$ cat config.mk
export PLATFORM = sky130hd
export DESIGN_NAME = traditional_multiplier8_xor_enc64
export DESIGN_NICKNAME = d
export VERILOG_FILES = /design/src/rtl/traditional_multiplier8_xor_enc64.sv
export SDC_FILE = /design/constraint.sdc
export NUM_CORES = 1
export LEC_CHECK = 0
export BUFFER_PORTS_ARGS = -buffer_cell sky130_fd_sc_hd__buf_2
export CORE_MARGIN = 2
export CORE_UTILIZATION = 55
export DETAILED_ROUTE_END_ITERATION = 8
export HOLD_SLACK_MARGIN = 0.02
export PLACE_DENSITY = 0.86
export SKIP_CTS_REPAIR_TIMING = 1
export SLEW_MARGIN = 0
export SYNTH_ARGS = -nofsm -noshare
export SYNTH_HDL_FRONTEND = slang
export SYNTH_SLANG_ARGS = --single-unit
$ cat constraint.sdc
create_clock -name clk_i -period 0.8 [get_ports clk_i]
set_input_delay 0.08 -clock clk_i [delete_from_list [all_inputs] [get_ports clk_i]]
set_output_delay 0.08 -clock clk_i [all_outputs]
set_load 0.005 [all_outputs]
$ cat src/rtl/traditional_multiplier8_xor_enc64.sv
// ============================================================================
// Module  : traditional_multiplier8_xor_enc64
// Brief   : 8x8 unsigned multiplier, 64 key-locked partial products, registered
// Revision: 1.0 - initial release
// ============================================================================
`default_nettype none

module traditional_multiplier8_xor_enc64 #(
  parameter logic [63:0] K0 = 64'h192F7F0351667DEC
) (
  input  logic        clk_i,
  input  logic        rst_ni,
  input  logic [7:0]  operand1_i,
  input  logic [7:0]  operand2_i,
  input  logic [63:0] keyinput,
  output logic [15:0] result_o
);

  logic [63:0] w_pp;
  logic [63:0] w_ppx;
  logic [15:0] w_sum;
  logic [15:0] r_result;

  // Row i holds a[7:0] & b[i], so net n = 8*i + j lands at w_pp[n].
  for (genvar i = 0; i < 8; i++) begin : g_row
    assign w_pp[8*i +: 8] = operand1_i & {8{operand2_i[i]}};
  end

  // XOR with a constant K0 bit folds to XOR (bit 0) or XNOR (bit 1).
  // Net 18 carries the gates for both keys 18 and 53; net 53 is left bare.
  for (genvar n = 0; n < 64; n++) begin : g_gate
    if (n == 18) begin : g_chain
      logic w_stage;
      assign w_stage  = w_pp[18] ^ keyinput[18] ^ K0[18];
      assign w_ppx[n] = w_stage  ^ keyinput[53] ^ K0[53];
    end else if (n == 53) begin : g_bare
      assign w_ppx[n] = w_pp[n];
    end else begin : g_single
      assign w_ppx[n] = w_pp[n] ^ keyinput[n] ^ K0[n];
    end
  end

  // Array reduction: row i is shifted by i; the worst-case total is 65025.
  always_comb begin
    w_sum = 16'h0000;
    for (int i = 0; i < 8; i++) begin
      w_sum = w_sum + (16'(w_ppx[8*i +: 8]) << i);
    end
  end

  always_ff @(posedge clk_i or negedge rst_ni) begin
    if (!rst_ni) begin
      r_result <= 16'h0000;
    end else begin
      r_result <= w_sum;
    end
  end

  assign result_o = r_result;

endmodule

`default_nettype wire

# == Word-level counts from Yosys, hierarchy flattened ==
# Index checks and enable logic that the tools add are counted.
# word_totals
regBits,16
inputBits,82
out_inout_bits,16
word_cells,115
# op_classes
addsub,7
n_bitwise,107
# op_table
op,n
$and A8 B8 Y8,8
$xor A1 B1 Y1,64
$not A1 Y1,35
$add A16 B10 Y16,1
$add A16 B11 Y16,1
$add A16 B12 Y16,1
$add A16 B13 Y16,1
$add A16 B14 Y16,1
$add A16 B15 Y16,1
$add A8 B9 Y10,1

# == Logic depth before layout (Yosys ltp) ==
# Gate-level depths: netlist (run 1).
# depth
ltp_word,11
mapped_depth,24
ltp_nobuf,23

# == Worst setup path after synthesis (run 1) ==
# No wires, ideal clock.
# synth_timing
path_type,input port to flip-flop
start,input port operand2_i[0]
end,register r_result[15] (netlist: result_o[15])
setup_time_ns,0.080
t_arrival_ns,4.667
t_required_ns,0.720
setup_slack_ns,-3.947
cell_stages,20
path_buffers,1
path_cell_list,clkbuf_1 nand2_1 xor2_1 ha_1 a211oi_1 nor2_1 o21ai_0 nand2b_1 xnor2_1 fa_1 fa_1 fa_1 fa_1 inv_1 ha_1 a21o_1 a2111oi_4 o21ai_2 a21oi_2 xnor2_1
# synth_via
elab_chain_cells,10
word_cells_on_any_way,21
classes_between,add/sub: 7; bitwise: 14
# synth_rtl
element,line,text
"start, declared",14,"input logic [7:0] operand2_i,"
$and A8 B8 Y8 *,26,assign w_pp[8*i +: 8] = operand1_i & {8{operand2_i[i]}};
$xor A1 B1 Y1,39,assign w_ppx[n] = w_pp[n] ^ keyinput[n] ^ K0[n];
$not A1 Y1 (no line),--,
$add A8 B9 Y10 *,47,w_sum = w_sum + (16'(w_ppx[8*i +: 8]) << i);
$add A16 B10 Y16 *,47,
$add A16 B11 Y16 *,47,
$add A16 B12 Y16 *,47,
$add A16 B13 Y16 *,47,
$add A16 B14 Y16 *,47,
$add A16 B15 Y16 *,47,
named net w_sum[15],21,logic [15:0] w_sum;
"end signal, assigned",55,r_result <= w_sum;
"end, declared",22,logic [15:0] r_result;
# The timed path passes the listed nets; every way through them passes the cells marked *.

# == Worst setup path in the final report (run 1) ==
# layout_timing
start,input port keyinput[2]
end,register r_result[15] (netlist: result_o[15])
# layout_via
elab_chain_cells,9
# layout_rtl
element,line,text
"start, declared",15,"input logic [63:0] keyinput,"
$xor A1 B1 Y1,39,
$not A1 Y1 (no line),--,
$add A8 B9 Y10,47,
$add A16 B10 Y16,47,
$add A16 B11 Y16,47,
$add A16 B12 Y16,47,
$add A16 B13 Y16,47,
$add A16 B14 Y16,47,
$add A16 B15 Y16,47,
named net w_sum[15],21,
# The timed path passes the listed nets, and every way through them passes these cells.

==> results list, run 1 <==
- Maximum resistive drop on vdd: 3.31 mV
* Worst hold path stage count: 2
* Count of vias placed by the detailed router: 2,677
- At the end of the flow, the number of nets in the layout was 616.
- After clock tree synthesis, the clock-pin slew on the worst setup and hold paths is around 0.06 ns.
* Static leakage: 2.14 nW
* Pins over their slew limit: 0
- The initialized floorplan defines 26 standard-cell rows.
- HPWL after DPL: 6.85 mm
* Wire length on met2: around 4.2 mm
* Share of post-route cells with drive strength above 1: between 40% and 50%
* Sequential-to-total area share from yosys stat: a little over an eighth
- Of the post-synthesis cell area, the dominant cell type holds between 20 and 25%.
- First-pass DRT Iterations: 4
* Cell type with the largest total area after synthesis: sky130_fd_sc_hd__fa_1
* Die height: between 70 and 80 um
* Syn Area/Cell: 8.96 um2
* Total placed instance area: a little under 4000 um2
- Top area cells in the synthesized netlist: sky130_fd_sc_hd__fa_1 23%, sky130_fd_sc_hd__ha_1 14%, sky130_fd_sc_hd__dfrtp_1 14%
- Minimum clock period: 4.42 ns
* Max-slew headroom: roughly 77%
- Maximum number of pins on one net before global-route repair: 17
* Overall track demand over capacity in global routing: approximately a quarter
- Critical path data required time: about 0.95 ns
- In the final routed layout, each cell accounts on average for ~15 um.
- Detailed-route wire length on metal 1: roughly 3.1 mm
- Net count after synthesis: 479
- Counting flops and latches in the post-synthesis netlist gives 16.
* Cts bufs inserted: 3
* Number of distinct standard cells referenced by the synthesized netlist: 29
- Worst-Margin Slew: between 0.3 and 0.4 ns
* Final weighted congestion of routability-driven global placement: roughly 0.90
- CTS H-tree depth: 1
- Initial antenna violation count: 0
* Critical path arrival: 4.57 ns
* Area of the mapped netlist: around 3000 um2
- Compared with the post-synthesis result, the final layout area differs by 40.9%.
* Core area: between 5000 and 6000 um2
* Critical path start-end classification: in2reg
- Overall overflow remaining after global route: 0
* Achievable clock frequency: 226 MHz
- Kind of end point of the critical path: register
- Flip-flop count of the largest register after layout: 16
- Final hold viol count: 0
- The floorplan step defined a die boundary enclosing ~6000 um2.
- After detailed routing, the number of remaining DRC violations is 0.
- Across the run, the number of max-cap violations was 0.
- Setup violations remaining at the end of the flow were counted as 18.
* Post-layout worst setup margin: -3.62 ns
- Pin placement for this block handled 98 I/O pins.
* Run status: complete, but fails checks
- Setup repair after global routing could not meet its margin everywhere.
- Ys Warns: 0
* Timing endpoint of the critical path: result_o[15]$_DFF_PN0_
- Total length of routed met3 wires: between 300 and 400 um
- Number of nets still failing antenna checks after routing: 0
* Topmost layer with routed signal wires: met4
- Before CTS, the worst setup slack after placement is -4.02 ns.
* Gate count of the mapped netlist: about 330
- After routing the design area is approximately 4200 um2.
* Commonest non-fill, non-tap cell in the layout: sky130_fd_sc_hd__buf_2
- In this run the worst hold path is classified as in2reg.
* Die W: around 77 um
- The first global-routing pass estimated 12.5 mm of wire.
- Port Buffers: 97
- The worst setup path is launched from an input port.
- Along the worst path, the maximum fanout reaches 2.
* CTS tree: built
- Share of the clock period used by the worst path: 552%
- Initial core utilization: a little under three fifths
* Root Buffer Master: sky130_fd_sc_hd__clkbuf_8
- 0 antenna diodes ended up in the layout.
- Ratio of total power to cell area: about 4500 nW/um2
* Ratio of routed vias to standard cells: approximately 5
- Sink count of the clock tree: 16
* Total length of routed wires: a little under 8 mm
- The checks that failed: negative setup slack.
- Detailed Route Iter0 Violations: 66
- Worst setup path startpoint: keyinput[2]
* Highest-count cells in the layout ignoring fill and taps: 92 x sky130_fd_sc_hd__buf_2, 62 x sky130_fd_sc_hd__nand2_1, 48 x sky130_fd_sc_hd__buf_4
- Counting along the longest clock path gives a buffer depth of 2.
- The number of global-route vias before repair came to around 2,800.
[critical path, stage by stage]
cell                        delay [ns]
sky130_fd_sc_hd__buf_2            0.11
sky130_fd_sc_hd__xor2_2           0.17
sky130_fd_sc_hd__ha_1             0.32
sky130_fd_sc_hd__a211oi_2         0.22
sky130_fd_sc_hd__nor2_1           0.07
sky130_fd_sc_hd__o21ai_1          0.15
sky130_fd_sc_hd__nand2b_1         0.11
sky130_fd_sc_hd__xnor2_2          0.15
sky130_fd_sc_hd__fa_1             0.50
sky130_fd_sc_hd__fa_2             0.36
sky130_fd_sc_hd__fa_1             0.50
sky130_fd_sc_hd__fa_1             0.54
sky130_fd_sc_hd__inv_1            0.05
sky130_fd_sc_hd__ha_1             0.28
sky130_fd_sc_hd__a21o_1           0.19
sky130_fd_sc_hd__a2111oi_4        0.35
sky130_fd_sc_hd__o21ai_2          0.09
sky130_fd_sc_hd__a21oi_2          0.15
sky130_fd_sc_hd__xnor2_1          0.16
[final cells by class]
type	instances	area, um2
multi-input cells	256	2540
fillers	348	988
repair buffers	148	926
inverters	41	154
clock buffers	3	41.3
flip-flops and latches	16	400
well taps	70	87.6
[synth_stat cells (all sizes together)]
cell	instances
nand2	66
xnor2	45
inv	41
fa	34
ha	34
xor2	33
clkbuf	16
dfrtp	16
a21oi	9
nor2	6
o21ai	5
a21o	4
nand2b	3
nor3	3
a211oi	2
and3	2
o21a	2
a2111oi	1
a211o	1
a21bo	1
a221o	1
and2	1
nand3	1
nor2b	1
o211ai	1
[logic make-up (layout without fill, tap and decap cells)]
family | after synthesis | in the layout | synth area share, %
AOI/OAI and AO/OA | 27 | 27 | 6.84
DFF | 16 | 16 | 13.6
xor gates and xnor gates | 78 | 78 | 23.2
buffers and inverters | 57 | 192 | 7.26
adders and majority gates | 68 | 68 | 37.5
and+or+nand+nor | 83 | 83 | 11.6
[worst min-delay path by stage]
| stage | start | end |
|---|---|---|
| 3_5_place_dp | rst_ni | result_o[14]$_DFF_PN0_ |
| 3_3_place_gp | rst_ni | result_o[14]$_DFF_PN0_ |
| 5_1_grt | keyinput[0] | result_o[0]$_DFF_PN0_ |
| 2_1_floorplan | rst_ni | result_o[0]$_DFF_PN0_ |
| 4_1_cts | rst_ni | result_o[14]$_DFF_PN0_ |
| 6_report | keyinput[0] | result_o[0]$_DFF_PN0_ |
[power breakdown]
group          internal, mW  leakage (nW)  total [mW]  switching, mW
Clock                 0.333        0.0216       0.578          0.245
Sequential             1.41         0.187        1.48         0.0716
Combinational          8.56          1.93        16.7           8.19
[per-layer routing]
| layer | global-route usage (%) | vias up |
|---|---|---|
| met5 | 0 | - |
| met4 | 9.64 | 0 |
| met3 | 2.24 | 22 |
| met2 | 49.3 | 93 |
| met1 | 31.3 | 1286 |
| li1 | - | 1276 |
[metrics by stage]
| step | std cells | hold WS [ns] | util, % | setup TNS [ns] | power (mW) |
|---|---|---|---|---|---|
| 3_3_place_gp | 528 | -0.00568 | 75.5 | -42.33 | 15.1 |
| 4_1_cts | 531 | -0.261 | 76.3 | -40.56 | 16.9 |
| 2_1_floorplan | 329 | -0.216 | - | -39.32 | 10.8 |
| 6_report | 534 | 0.0370 | 80.8 | -39.06 | 18.8 |
| 5_1_grt | 534 | 0.0278 | 80.8 | -41.20 | 20.4 |
| 3_5_place_dp | 528 | -0.000956 | 75.5 | -43.83 | 16.1 |
Note: power is estimated with default switching activity, not from simulation.
==> run 2: changes to the inputs <==
- CORE_UTILIZATION: 55 -> 50
- PLACE_DENSITY: 0.86 -> 0.79
==> run 2 against run 1 <==
Against the previous run: the run still ends with negative setup slack left; maximum frequency decreased by 0.37%; utilization shrank 7.3 points; final area decreased by 0.69%; largest cell class unchanged.
==> results list, run 2 (same netlist as run 1, synthesis figures left out) <==
* Maximum resistive drop on vdd: 3.35 mV (+1.4%)
* Violated checks: negative setup slack
- Worst hold slack after final layout: 0.0273 ns (-0.00972 ns)
- Number of nets still failing antenna checks after routing: 0 (unchanged)
- The global route total overflow is 0 (unchanged).
- The delay of the slowest cell on the worst path was 0.55 ns (about the same).
- The number of antenna violations at the first check in global routing came to 0 (unchanged).
- The worst setup path is launched from an input port.
- The fraction of final layout cells with drive strength greater than 1 came to 40.0% (-1.6 points).
- The detailed-route wire length per cell was 13.9 um (-5.5%).
- Minimum clock period: 4.43 ns (+0.0162 ns)
- Share of the clock period used by the worst path: 554% (+2.0 points)
- The total met3 wirelength after detailed routing was 405 um (+22%).
- Total Die Area: 6520 um2 (+9.5%)
- The signal on the critical path passes through buf_8 > nand2_8 > xor2_4 > ha_4 > a211oi_2 > nor2_1 > o21ai_1 > nand2b_1 > xnor2_2 > fa_1 > fa_2 > inv_2 > fa_2 > ha_4 > ha_2 > inv_1 > fa_2 > nand2b_4 > a21oi_4 > a21bo_2 > a21oi_1 > xnor2_1.
* DRC violations left: 0 (unchanged)
- Final layout net count: 620 (+0.65%)
- Run status: complete, but fails checks
- The setup-violating endpoint count in the final report is 14 (-4).
* Critical path data required time: 0.92 ns (-0.03 ns)
- The antenna diode instance count came to 0 (unchanged).
- Critical path arrival: 4.56 ns (about the same)
- The first-pass iteration count of the detailed router is 6 (+2).
* Post-layout worst setup margin: -3.63 ns (-0.0162 ns)
- Max-slew headroom: 77.7% (+0.31 points)
- Core area: 5610 um2 (+9.1%)
- Leaving out fill and tap cells, the most frequent cell in the layout is sky130_fd_sc_hd__buf_2.
* Wire length on met2: 4.00 mm (-5.2%)
* Static leakage: 2.12 nW (-0.70%)
* Cts bufs inserted: 3 (unchanged)
- Final hold viol count: 0 (unchanged)
- Floorplan row count: 27 (+3.8%)
* Non-filler cells in the finished layout: 540 (+1.1%)
* End-of-flow core utilization: 73.5% (-7.3 points)
- The number of port buffers came to 97 (unchanged).
* Highest-count cells in the layout ignoring fill and taps: 94 x sky130_fd_sc_hd__buf_2, 63 x sky130_fd_sc_hd__nand2_1, 53 x sky130_fd_sc_hd__buf_4
* Overall track demand over capacity in global routing: 22.3% (-4.1 points)
- The length of routed wiring on met1 is 2.99 mm (-2.9%).
* Final weighted congestion of routability-driven global placement: 0.906 (+0.30%)
* Achievable clock frequency: 226 MHz (-0.37%)
* CTS H-tree depth: 1 (unchanged)
* CTS tree: built
- Clock transition at path regs: 0.05 ns (about the same)
- Detailed Route Iter0 Violations: 69 (+4.5%)
- The worst hold path belongs to the class in2reg.
- Setup repair after global routing could not meet its margin everywhere.
* Cell type with the highest occurrence count on the critical path: sky130_fd_sc_hd__fa_2
* Ratio of total power to cell area: 4330 nW/um2 (-4.3%)
* Kind of end point of the critical path: register
- The highest layer touched by signal routing is met4.
- Wire length of the first global-routing pass: 11.3 mm (-9.9%)
- The die width was 80.8 um (+4.6%).
* Root Buffer Master: sky130_fd_sc_hd__clkbuf_8
- Initial core utilization: 52.5% (-4.8 points)
- Critical path start-end classification: in2reg
- The total wire length was 7.49 mm (-4.5%).
- The deepest clock path buffer count is 2 (unchanged).
- The area growth from synthesis to layout is 39.9%.
- The y dimension of the die is 80.8 um (+4.6%).
* Worst-Margin Slew: 0.334 ns (-0.00218 ns)
* Maximum number of pins on one net before global-route repair: 17 (unchanged)
- I/O pin count: 98 (unchanged)
- The number of cells after detailed placement was 532 (+0.76%).
- The maximum fanout along the worst path is 3 (+1).
* Flip-flop count of the largest register after layout: 16 (unchanged)
* Sink count of the clock tree: 16 (unchanged)
* Pins over their slew limit: 0 (unchanged)
- HPWL after DPL: 6.48 mm (-5.4%)
- The slowest stage of the critical path belongs to the cell sky130_fd_sc_hd__fa_2.
* Number of global-route vias before repair: 2,627 (-6.4%)
- Count of vias placed by the detailed router: 2,647 (-1.1%)
- The via-per-instance ratio was 4.90 (-2.2%).
- The reported max-cap violation count came to 0 (unchanged).
[run 2: cell count changes in the layout (fill, tap and decap cells not counted), sizes merged]
cell,delta
buf,+4
[run 2: worst paths after layout]
kind	startpoint	endpoint	slack (ns)	depth (start not counted)
worst min-delay path	keyinput[0]	result_o[0]$_DFF_PN0_	0.03	2
min in group asynchronous	rst_ni	result_o[14]$_DFF_PN0_	0.27	2
worst max-delay path	operand1_i[2]	result_o[14]$_DFF_PN0_	-3.63	22
max in group asynchronous	rst_ni	result_o[7]$_DFF_PN0_	0.28	2
[run 2: worst max-delay path, delay by kind of cell]
| kind | cells | cell delay [ns] |
|---|---|---|
| adder cells (fa/ha/maj) | 7 | 2.58 |
| AO/OA/AOI/OAI | 5 | 0.77 |
| XOR/XNOR | 3 | 0.46 |
| AND/OR/NAND/NOR | 4 | 0.43 |
| buffers and inverters | 3 | 0.21 |
[run 2: metrics by stage]
step	TNS (ns)	total power, mW	setup WS, ns	area (um2)
detailed placement	-43.53	16.0	-3.95	3900
floorplan	-39.32	10.8	-3.74	3110
CTS	-39.92	16.6	-3.70	3940
finish	-39.71	17.9	-3.63	4120
global placement	-42.19	15.2	-3.84	3900
global route	-41.59	19.6	-3.81	4120
[run 2: where the power goes]
part | total, mW | switching, mW | internal [mW]
registers | 1.47 | 0.0646 | 1.41
clock network | 0.557 | 0.225 | 0.332
logic | 15.8 | 7.59 | 8.25
total | 17.9 | 7.88 | 9.99
[run 2: final cells by class]
type / instances / area [um2]
Tap cell: 72 / 90.1
Timing Repair Buffer: 152 / 936
Clock buffer: 3 / 41.3
Inverter: 41 / 154
Sequential cell: 16 / 400
Fill cell: 412 / 1490
Multi-Input combinational cell: 256 / 2500
[run 2: layer usage]
metal	GRT usage [%]	vias to the layer above
met5	0	-
met2	42.0	95
met1	27.9	1254
li1	-	1286
met3	1.22	12
met4	5.93	0
